--- src/rtl/arp_mac_resolver_if.sv ---
// Request/result, ARP-table seek and ARP-request trigger signals of the MAC resolver.
// master drives requests and table responses; slave is the resolver itself.
interface arp_mac_resolver_if;
   logic [31:0] req_ip;
   logic        req_valid;
   logic        req_ready;
   logic [47:0] resolved_mac;
   logic [31:0] resolved_ip;
   logic        resolved_valid;
   logic        resolve_fail;
   logic        cache_flush;
   logic [31:0] seek_ip;
   logic        seek_valid;
   logic [47:0] seek_mac;
   logic        seek_mac_valid;
   logic        arp_active;
   logic [31:0] arp_active_dst_ip;

   modport master (
      output req_ip, req_valid, cache_flush, seek_mac, seek_mac_valid,
      input  req_ready, resolved_mac, resolved_ip, resolved_valid, resolve_fail,
      input  seek_ip, seek_valid, arp_active, arp_active_dst_ip
   );

   modport slave (
      input  req_ip, req_valid, cache_flush, seek_mac, seek_mac_valid,
      output req_ready, resolved_mac, resolved_ip, resolved_valid, resolve_fail,
      output seek_ip, seek_valid, arp_active, arp_active_dst_ip
   );
endinterface

--- src/rtl/arp_mac_resolver.sv ---
// Resolves a destination IP to a MAC via ARP-table seeks, ARP requests with bounded
// retries, a one-entry last-hit cache and direct broadcast handling.
module arp_mac_resolver #(
   parameter int unsigned P_RETRY_MAX    = 3,
   parameter int unsigned P_WAIT_CYCLES  = 156250,
   parameter int unsigned P_SEEK_TIMEOUT = 16
) (
   input logic               clk,
   input logic               rst,
   arp_mac_resolver_if.slave bus
);
   localparam int unsigned      CntW     = 24;
   localparam logic [CntW-1:0]  WaitLoad = CntW'(P_WAIT_CYCLES - 1);
   localparam logic [CntW-1:0]  SeekLast = CntW'(P_SEEK_TIMEOUT - 1);
   localparam logic [CntW-1:0]  CntOne   = CntW'(1);
   localparam logic [3:0]       RetryMax = 4'(P_RETRY_MAX);
   localparam logic [31:0]      BcastIp  = 32'hFFFF_FFFF;

   typedef enum logic [2:0] {
      StIdle, StSeek, StWaitSeek, StArpReq, StWaitArp, StDone, StFail
   } state_e;

   state_e          state_q, state_d;
   logic [31:0]     ip_q, ip_d;
   logic [CntW-1:0] cnt_q, cnt_d;
   logic [3:0]      retry_q, retry_d;
   logic            cache_valid_q, cache_valid_d;
   logic [31:0]     cache_ip_q, cache_ip_d;
   logic [47:0]     cache_mac_q, cache_mac_d;
   logic [47:0]     done_mac;
   logic            miss;
   logic            accept;

   logic            req_ready_q, req_ready_d;
   logic [47:0]     resolved_mac_q, resolved_mac_d;
   logic [31:0]     resolved_ip_q, resolved_ip_d;
   logic            resolved_valid_q, resolved_valid_d;
   logic            resolve_fail_q, resolve_fail_d;
   logic [31:0]     seek_ip_q, seek_ip_d;
   logic            seek_valid_q, seek_valid_d;
   logic            arp_active_q, arp_active_d;
   logic [31:0]     arp_ip_q, arp_ip_d;

   assign accept = bus.req_valid & req_ready_q;

   always_ff @(posedge clk or posedge rst) begin
      if (rst) begin
         state_q          <= StIdle;
         ip_q             <= '0;
         cnt_q            <= '0;
         retry_q          <= '0;
         cache_valid_q    <= 1'b0;
         cache_ip_q       <= '0;
         cache_mac_q      <= '0;
         req_ready_q      <= 1'b1;
         resolved_mac_q   <= '0;
         resolved_ip_q    <= '0;
         resolved_valid_q <= 1'b0;
         resolve_fail_q   <= 1'b0;
         seek_ip_q        <= '0;
         seek_valid_q     <= 1'b0;
         arp_active_q     <= 1'b0;
         arp_ip_q         <= '0;
      end else begin
         state_q          <= state_d;
         ip_q             <= ip_d;
         cnt_q            <= cnt_d;
         retry_q          <= retry_d;
         cache_valid_q    <= cache_valid_d;
         cache_ip_q       <= cache_ip_d;
         cache_mac_q      <= cache_mac_d;
         req_ready_q      <= req_ready_d;
         resolved_mac_q   <= resolved_mac_d;
         resolved_ip_q    <= resolved_ip_d;
         resolved_valid_q <= resolved_valid_d;
         resolve_fail_q   <= resolve_fail_d;
         seek_ip_q        <= seek_ip_d;
         seek_valid_q     <= seek_valid_d;
         arp_active_q     <= arp_active_d;
         arp_ip_q         <= arp_ip_d;
      end
   end

   always_comb begin
      state_d       = state_q;
      ip_d          = ip_q;
      cnt_d         = cnt_q;
      retry_d       = retry_q;
      cache_valid_d = cache_valid_q;
      cache_ip_d    = cache_ip_q;
      cache_mac_d   = cache_mac_q;
      done_mac      = cache_mac_q;
      miss          = 1'b0;
      unique case (state_q)
         StIdle: begin
            if (accept) begin
               ip_d    = bus.req_ip;
               retry_d = '0;
               if (bus.req_ip == BcastIp) begin
                  state_d  = StDone;
                  done_mac = '1;
               // a flush arriving with the request already counts as a miss
               end else if (cache_valid_q && !bus.cache_flush && cache_ip_q == bus.req_ip) begin
                  state_d  = StDone;
                  done_mac = cache_mac_q;
               end else begin
                  state_d = StSeek;
               end
            end
         end
         StSeek: begin
            cnt_d   = '0;
            state_d = StWaitSeek;
         end
         StWaitSeek: begin
            if (bus.seek_mac_valid) begin
               if (bus.seek_mac != '0) begin
                  state_d       = StDone;
                  done_mac      = bus.seek_mac;
                  cache_valid_d = 1'b1;
                  cache_ip_d    = ip_q;
                  cache_mac_d   = bus.seek_mac;
               end else begin
                  miss = 1'b1;
               end
            end else if (cnt_q == SeekLast) begin
               miss = 1'b1;
            end else begin
               cnt_d = cnt_q + CntOne;
            end
            if (miss) state_d = (retry_q < RetryMax) ? StArpReq : StFail;
         end
         StArpReq: begin
            retry_d = retry_q + 4'd1;
            cnt_d   = WaitLoad;
            state_d = StWaitArp;
         end
         StWaitArp: begin
            if (cnt_q == '0) state_d = StSeek;
            else cnt_d = cnt_q - CntOne;
         end
         StDone, StFail: begin
            retry_d = '0;
            state_d = StIdle;
         end
         default: state_d = StIdle;
      endcase
      if (bus.cache_flush) cache_valid_d = 1'b0;
   end

   // Outputs are decoded from the next state so every port comes straight from a flop.
   always_comb begin
      req_ready_d      = (state_d == StIdle);
      resolved_valid_d = (state_d == StDone);
      resolve_fail_d   = (state_d == StFail);
      seek_valid_d     = (state_d == StSeek);
      arp_active_d     = (state_d == StArpReq);
      resolved_mac_d   = resolved_valid_d ? done_mac : resolved_mac_q;
      resolved_ip_d    = (resolved_valid_d || resolve_fail_d) ? ip_d : resolved_ip_q;
      seek_ip_d        = seek_valid_d ? ip_d : seek_ip_q;
      arp_ip_d         = arp_active_d ? ip_d : arp_ip_q;
   end

   assign bus.req_ready         = req_ready_q;
   assign bus.resolved_mac      = resolved_mac_q;
   assign bus.resolved_ip       = resolved_ip_q;
   assign bus.resolved_valid    = resolved_valid_q;
   assign bus.resolve_fail      = resolve_fail_q;
   assign bus.seek_ip           = seek_ip_q;
   assign bus.seek_valid        = seek_valid_q;
   assign bus.arp_active        = arp_active_q;
   assign bus.arp_active_dst_ip = arp_ip_q;
endmodule

--- src/flat_wrapper.sv ---
// flat-port wrapper written by rule: the top's interface ports become plain ports
module arp_mac_resolver_flat 
#(
   parameter int unsigned P_RETRY_MAX    = 3,
   parameter int unsigned P_WAIT_CYCLES  = 156250,
   parameter int unsigned P_SEEK_TIMEOUT = 16
)
  (clk, rst, bus_req_ip, bus_req_valid, bus_cache_flush, bus_seek_mac, bus_seek_mac_valid, bus_req_ready, bus_resolved_mac, bus_resolved_ip, bus_resolved_valid, bus_resolve_fail, bus_seek_ip, bus_seek_valid, bus_arp_active, bus_arp_active_dst_ip);
  arp_mac_resolver_if bus_i ();
  input logic clk;
  input logic rst;
  input wire logic [$bits(bus_i.req_ip)-1:0] bus_req_ip;
  input wire logic [$bits(bus_i.req_valid)-1:0] bus_req_valid;
  input wire logic [$bits(bus_i.cache_flush)-1:0] bus_cache_flush;
  input wire logic [$bits(bus_i.seek_mac)-1:0] bus_seek_mac;
  input wire logic [$bits(bus_i.seek_mac_valid)-1:0] bus_seek_mac_valid;
  output wire logic [$bits(bus_i.req_ready)-1:0] bus_req_ready;
  output wire logic [$bits(bus_i.resolved_mac)-1:0] bus_resolved_mac;
  output wire logic [$bits(bus_i.resolved_ip)-1:0] bus_resolved_ip;
  output wire logic [$bits(bus_i.resolved_valid)-1:0] bus_resolved_valid;
  output wire logic [$bits(bus_i.resolve_fail)-1:0] bus_resolve_fail;
  output wire logic [$bits(bus_i.seek_ip)-1:0] bus_seek_ip;
  output wire logic [$bits(bus_i.seek_valid)-1:0] bus_seek_valid;
  output wire logic [$bits(bus_i.arp_active)-1:0] bus_arp_active;
  output wire logic [$bits(bus_i.arp_active_dst_ip)-1:0] bus_arp_active_dst_ip;
  assign bus_i.req_ip = bus_req_ip;
  assign bus_i.req_valid = bus_req_valid;
  assign bus_i.cache_flush = bus_cache_flush;
  assign bus_i.seek_mac = bus_seek_mac;
  assign bus_i.seek_mac_valid = bus_seek_mac_valid;
  assign bus_req_ready = bus_i.req_ready;
  assign bus_resolved_mac = bus_i.resolved_mac;
  assign bus_resolved_ip = bus_i.resolved_ip;
  assign bus_resolved_valid = bus_i.resolved_valid;
  assign bus_resolve_fail = bus_i.resolve_fail;
  assign bus_seek_ip = bus_i.seek_ip;
  assign bus_seek_valid = bus_i.seek_valid;
  assign bus_arp_active = bus_i.arp_active;
  assign bus_arp_active_dst_ip = bus_i.arp_active_dst_ip;
  arp_mac_resolver #(.P_RETRY_MAX(P_RETRY_MAX), .P_WAIT_CYCLES(P_WAIT_CYCLES), .P_SEEK_TIMEOUT(P_SEEK_TIMEOUT)) u_core (.clk(clk), .rst(rst), .bus(bus_i));
endmodule
--- config.mk ---
export PLATFORM = sky130hd
export DESIGN_NAME = arp_mac_resolver_flat
export DESIGN_NICKNAME = d
export VERILOG_FILES = /design/src/rtl/arp_mac_resolver_if.sv /design/src/rtl/arp_mac_resolver.sv /design/src/flat_wrapper.sv
export SDC_FILE = /design/constraint.sdc
export NUM_CORES = 1
export LEC_CHECK = 0
export CAP_MARGIN = 20
export CORE_ASPECT_RATIO = 0.7
export CORE_MARGIN = 5
export CORE_UTILIZATION = 40
export DETAILED_ROUTE_END_ITERATION = 8
export GPL_ROUTABILITY_DRIVEN = 0
export HOLD_SLACK_MARGIN = 0.05
export PLACE_DENSITY = 0.66
export REMOVE_ABC_BUFFERS = 1
export SETUP_SLACK_MARGIN = 0.02
export SLEW_MARGIN = 40
export SYNTH_ARGS = -nofsm -noshare
export SYNTH_HDL_FRONTEND = slang
export SYNTH_SLANG_ARGS = --single-unit
export TNS_END_PERCENT = 50
--- constraint.sdc ---
create_clock -name clk -period 12 [get_ports clk]
set_clock_uncertainty 0.1 [all_clocks]
set_input_delay 3.6 -clock clk [delete_from_list [all_inputs] [get_ports clk]]
set_output_delay 3.6 -clock clk [all_outputs]
set_load 0.05 [all_outputs]
**Word-level counts from Yosys, hierarchy flattened**

Cells that the tools add are included.

- Flip-flop bits (word level): 293
- Bits of input ports: 85
- Output and inout port bits: 149
- Logic and storage cells: 86

- Add/sub/neg operators: 3
- Magnitude comparators: 1
- Equality and inequality tests: 17
- Muxes and demuxes: 30
- Bitwise logic cells: 1
- Reductions and logical operators: 18

Operator list:

| cell | number |
|---|---|
| $mux W48 | 4 |
| $pmux W24 S4 | 1 |
| $pmux W48 S2 | 1 |
| $mux W24 | 3 |
| $mux W32 | 2 |
| $reduce_bool A48 Y1 | 1 |
| $eq A32 B32 Y1 | 1 |
| $eq A32 B32 Y1 const B | 1 |
| $add A24 B1 Y24 const B | 1 |
| $eq A24 B4 Y1 const B | 1 |
| $logic_not A24 Y1 | 1 |
| $mux W3 | 8 |
| $sub A24 B1 Y24 const B | 1 |
| $eq A3 B3 Y1 const B | 5 |
| $pmux W3 S5 | 1 |
| $pmux W4 S3 | 1 |
| $eq A3 B2 Y1 const B | 3 |
| $mux W1 | 8 |
| $eq A3 B1 Y1 const B | 2 |
| $logic_not A3 Y1 | 2 |
| $ne A2 B2 Y1 const B | 3 |
| $reduce_and A3 Y1 | 2 |
| $reduce_bool A2 Y1 | 3 |
| $add A4 B1 Y4 const B | 1 |
| other kinds (12) | 13 |

**Logic depth before layout (Yosys ltp)**

- Word-level depth: 9
- Depth in mapped cells: 14
- Depth with buffers taken out: 10

**Worst setup path after synthesis**

No wires, ideal clock.

- Kind: input-to-reg
- Start point: input port bus_seek_mac[14]
- End point: register u_core.arp_ip_q[10] (netlist: u_core.bus.arp_active_dst_ip[10])
- Library setup time: 0.125 ns
- Arrival: 5.577 ns
- Required time: 11.775 ns
- Path slack: 6.198 ns
- Stages on the path: 9
- Path buffers: 2
- Cells stage by stage: nor4_1 -> and4_1 -> a31oi_1 -> or3b_2 -> a21oi_1 -> and2_1 -> buf_4 -> buf_6 -> mux2_2

- Longest elaborated chain between the ends: 7
- Elaborated cells between the ends (all ways): 9
- Those cells by class: 1 x eq/ne; 7 x mux; 1 x reduce/logical

Ends and longest elaborated chain:

| element | line | RTL |
|---|---|---|
| from (decl) | flat_wrapper.sv:15 | `input wire logic [$bits(bus_i.seek_mac)-1:0] bus_seek_mac;` |
| $reduce_bool A48 Y1 * | arp_mac_resolver.sv:117 | `if (bus.seek_mac != '0) begin` |
| $mux W1 | arp_mac_resolver.sv:117 |  |
| $mux W1 | arp_mac_resolver.sv:116 | `if (bus.seek_mac_valid) begin` |
| $mux W1 | arp_mac_resolver.sv:94 | `unique case (state_q)` |
| $mux W3 * | arp_mac_resolver.sv:131 | `if (miss) state_d = (retry_q < RetryMax) ? StArpReq : StFail;` |
| $pmux W3 S5 * | arp_mac_resolver.sv:94 |  |
| net u_core.state_d[1] | arp_mac_resolver.sv:23 | `state_e state_q, state_d;` |
| $eq A3 B2 Y1 * | arp_mac_resolver.sv:157 | `arp_active_d = (state_d == StArpReq);` |
| to (signal assigned) | arp_mac_resolver.sv:80 | `arp_ip_q <= arp_ip_d;` |
| to (decl) | arp_mac_resolver.sv:42 | `logic [31:0] arp_ip_q, arp_ip_d;` |

Mark *: on every way through the listed nets, which the timed path passes. The rest lies on a longest branch. The select of a mux whose other input is x is not followed.
A chain may end at the register's enable or synchronous reset.

**Worst setup path after layout**

- Start point: input port bus_req_valid
- End point: register u_core.seek_ip_q[30] (netlist: u_core.bus.seek_ip[30])

- Longest elaborated chain between the ends: 4
- Elaborated cells between the ends (all ways): 6
- Those cells by class: 1 x eq/ne; 4 x mux; 1 x bitwise

Ends and longest elaborated chain:

| element | line | RTL |
|---|---|---|
| from (decl) | flat_wrapper.sv:13 | `input wire logic [$bits(bus_i.req_valid)-1:0] bus_req_valid;` |
| $and A1 B1 Y1 * | arp_mac_resolver.sv:44 | `assign accept = bus.req_valid & req_ready_q;` |
| $mux W3 | arp_mac_resolver.sv:96 | `if (accept) begin` |
| $pmux W3 S5 | arp_mac_resolver.sv:94 |  |
| $eq A3 B1 Y1 | arp_mac_resolver.sv:156 | `seek_valid_d = (state_d == StSeek);` |
| to (signal assigned) | arp_mac_resolver.sv:77 | `seek_ip_q <= seek_ip_d;` |
| to (decl) | arp_mac_resolver.sv:39 | `logic [31:0] seek_ip_q, seek_ip_d;` |

Every way passes the cells marked *; elsewhere a longest branch is shown, timed or not.

==> impl_metrics.py <==
metrics = {
    "outcome": {
        "status": "finished clean",
    },
    "sta": {
        "setup_viol": 0,
        "slew_violations": 0,
        "finalWorstPathRequiredPeriod_ns": 7.03,
        "fin_crit_sh_pct": 58.6,
        "hold_viol_final": 0,
        "slew_headroom_pct": 46.7,
        "tns_ns": 0,
        "rsz0062_at_grt": "false",
        "fin_hold_ws_ns": 0.387,
        "fmax_mhz": 142,
        "worst_slew_pin_slew_ns": 0.792,
    },
    "route": {
        "first_pass_iters": 5,
        "drc_errors": 0,
        "vias_per_cell": 5.35,
        "drtAntennaViolNets": 0,
        "wirelength_um": 34500,
        "post_drt_wl_per_cell_um": 20.2,
        "drtIter0Drc": 522,
        "routed-via-count": 9163,
    },
    "global_route": {
        "antenna_found_initial": 2,
        "grt-ovfl-total": 0,
        "grt_pass1_vias": 9482,
        "grt_pass1_wl_um": 54500,
        "track_usage_pct": 18.0,
        "grt_max_degree": 157,
    },
    "cells_and_area": {
        "design_area_sq_um": 17100,
        "syn2layout_area_growth_pct": 27.8,
        "drive_gt1_share_pct": 25.4,
        "n_fill_cell": 2881,
        "final_common_cell": "dfrtp_1",
        "nets": 1347,
        "layout_common_cells": "dfrtp_1 (292), clkdlybuf4s50_1 (233), mux2_2 (213), nand2b_1 (50), o21ai_0 (44)",
        "num_antenna_cells": 0,
        "fin_util_pct": 51.5,
    },
    "synthesis": {
        "ys_seq_elements": 293,
        "synth_flop_cell": "dfrtp_1",
        "yosys_warnings": 0,
        "yosysSeqAreaShare_pct": 54.7,
        "synth_edf_count": 0,
        "syn_inst": 1049,
        "avgSynthCellArea_sq_um": 12.8,
        "ys_async_sr_fraction_pct": 100,
        "synth_cell_types": 70,
        "syn_area_sq_um": 13400,
    },
    "floorplan": {
        "die_area_sq_um": 37300,
        "num_rows": 56,
        "design.core.area_sq_um": 33300,
        "die_x_um": 229,
        "io_pins": 234,
        "die_h_um": 163,
        "initial_core_util_pct": 40.3,
    },
    "worst_setup_path": {
        "r2r_cells": 9,
        "cp-endpoint": "u_core.bus.seek_ip[30]",
        "required_ns": 12.35,
        "reg2reg_slack_ns": 7.47,
        "cp-start-kind": "input pin",
        "r2r_end": "u_core.bus.seek_ip[30]",
        "critPathMaxFanout": 49,
        "cp.arrival_ns": 7.38,
        "rr_startpoint": "u_core.state_q[0]",
        "endpoint_kind": "register",
        "worstSetupPathType": "in2reg",
        "startpoint": "bus_req_valid",
    },
    "worst_hold_path": {
        "hold_path.class": "reg2reg",
    },
    "cts": {
        "cts_tree": "done",
        "clockRootBuffer": "clkbuf_16",
        "clockBufferDepth": 3,
        "clkSinkCount": 293,
        "htree_levels": 1,
        "cts-resized-gates": 0,
        "insertion_delay_ns": 0.57,
        "holdBufCountCts": 0,
        "cts-buffers-inserted": 29,
        "clkTransAtPathRegs_ns": 0.07,
        "post_cts_buffers": 0,
    },
    "pwr": {
        "p_total_mw": 5.43,
        "leakagePower_nw": 7.23,
        "p_per_area_nw_per_um2": 317,
        "vdd_ir_drop_max_v": 0.000236,
    },
    "place": {
        "placed_cell_area_sq_um": 16100,
        "place_hpwl_um": 24000,
        "port_buffers": 233,
    },
    "run": {
        "cap_violations": 0,
    },
}
-- Yosys cell counts (all sizes together) (2+ instances only) --
master  number  share of area [%]
or3b         2               0.13
and3         7               0.33
o22ai        4               0.19
o21ai       46                1.7
o32ai        2               0.19
a22oi        4               0.22
nor3b        2               0.11
a31o         2               0.13
nand4b       2               0.13
nor3        16               0.60
xnor2       34                2.2
or4          3               0.17
mux2       256                 22
inv          9               0.25
and4         5               0.33
o21bai       4               0.22
o31ai        8               0.49
nand2b      50                2.3
or3          4               0.19
nand3       17               0.63
a211oi       5               0.28
nor4        29                1.5
a31oi       10               0.58
and2         6               0.28
a221oi       2               0.18
mux2i        6               0.45
clkbuf      42                1.2
dfrtp      292                 54
buf         25                1.4
nor2        28               0.78
o211ai       4               0.22
xor2         6               0.39
nand4       24                1.2
nor2b        3               0.14
nand2       39                1.1
a21o         5               0.28
ha           6               0.56
a21oi       24               0.90
-- routing by layer --
layer  GRT usage, %  vias to the layer above  part of all wire, %
met5              0                        -                0.067
met4           3.39                        4                  1.7
met3           4.66                       48                  5.7
met2           27.4                      215                   45
met1           26.4                     4673                   48
li1               -                     4223                    -
-- worst min-delay path by stage --
stage	from	end	slack, ns	cells after the start
6_report	u_core.bus.resolved_mac[25]	u_core.bus.resolved_mac[25]	0.39	1
3_3_place_gp	u_core.cnt_q[23]	u_core.cnt_q[23]	0.37	1
3_5_place_dp	u_core.bus.resolved_mac[25]	u_core.bus.resolved_mac[25]	0.38	1
2_1_floorplan	u_core.retry_q[3]	u_core.retry_q[3]	0.35	1
5_1_grt	u_core.bus.resolved_mac[25]	u_core.bus.resolved_mac[25]	0.40	1
4_1_cts	u_core.retry_q[3]	u_core.retry_q[3]	0.39	1
-- state kept, by name (all words and copies together) (netlist names) --
name	cells
u_core.bus.resolved_mac	48
u_core.cache_mac_q	48
u_core.bus.arp_active_dst_ip	32
u_core.bus.resolved_ip	32
u_core.bus.seek_ip	32
u_core.cache_ip_q	32
u_core.ip_q	32
u_core.cnt_q	24
u_core.retry_q	4
u_core.state_q	3
u_core.bus.arp_active	1
u_core.bus.req_ready	1
u_core.bus.resolve_fail	1
u_core.bus.resolved_valid	1
u_core.bus.seek_valid	1
u_core.cache_valid_q	1
-- critical path, cell delays in order --
cell and delay, ns:
clkdlybuf4s50_1 0.40, and4_2 0.22, buf_4 0.29, nand3_2 0.13
buf_4 0.48, and3_4 0.68, nor2b_4 0.67, buf_4 0.46
mux2_2 0.39
-- layout make-up --
| class | instances | area [sq um] | share of cell area [%] |
|---|---|---|---|
| clock inverter | 14 | 198 | 1.15 |
| inverter | 9 | 46.3 | 0.270 |
| tap | 435 | 544 | 3.18 |
| clock buffer | 40 | 827 | 4.83 |
| sequential | 293 | 7330 | 42.8 |
| timing repair buffer | 243 | 2460 | 14.4 |
| multi-input combinational | 680 | 5730 | 33.4 |
-- power breakdown --
group / internal [mW] / switching (mW) / leakage [nW]
Sequential: 1.45 / 0.301 / 3.61
Combinational: 1.10 / 1.60 / 3.12
Clock: 0.572 / 0.398 / 0.501
-- cell families after synthesis --
family                   after synthesis  synth area share, %
buffers and inverters                 76                 2.81
flip-flops                           293                 54.7
AND/OR/NAND/NOR                      241                 10.2
AO/OA/AOI/OAI                        131                 6.43
adder cells (fa/ha/maj)                6                0.560
XOR/XNOR                              40                 2.61
multiplexers                         262                 22.8
-- through the flow --
stage,std cells,worst slack [ns]
after detailed placement,1658,4.37
after floorplan,982,0.211
after global routing,1714,4.80
after global placement,1658,4.12
final,1714,4.97
after CTS,1712,4.97
Note: power is estimated with default switching activity, not from simulation.
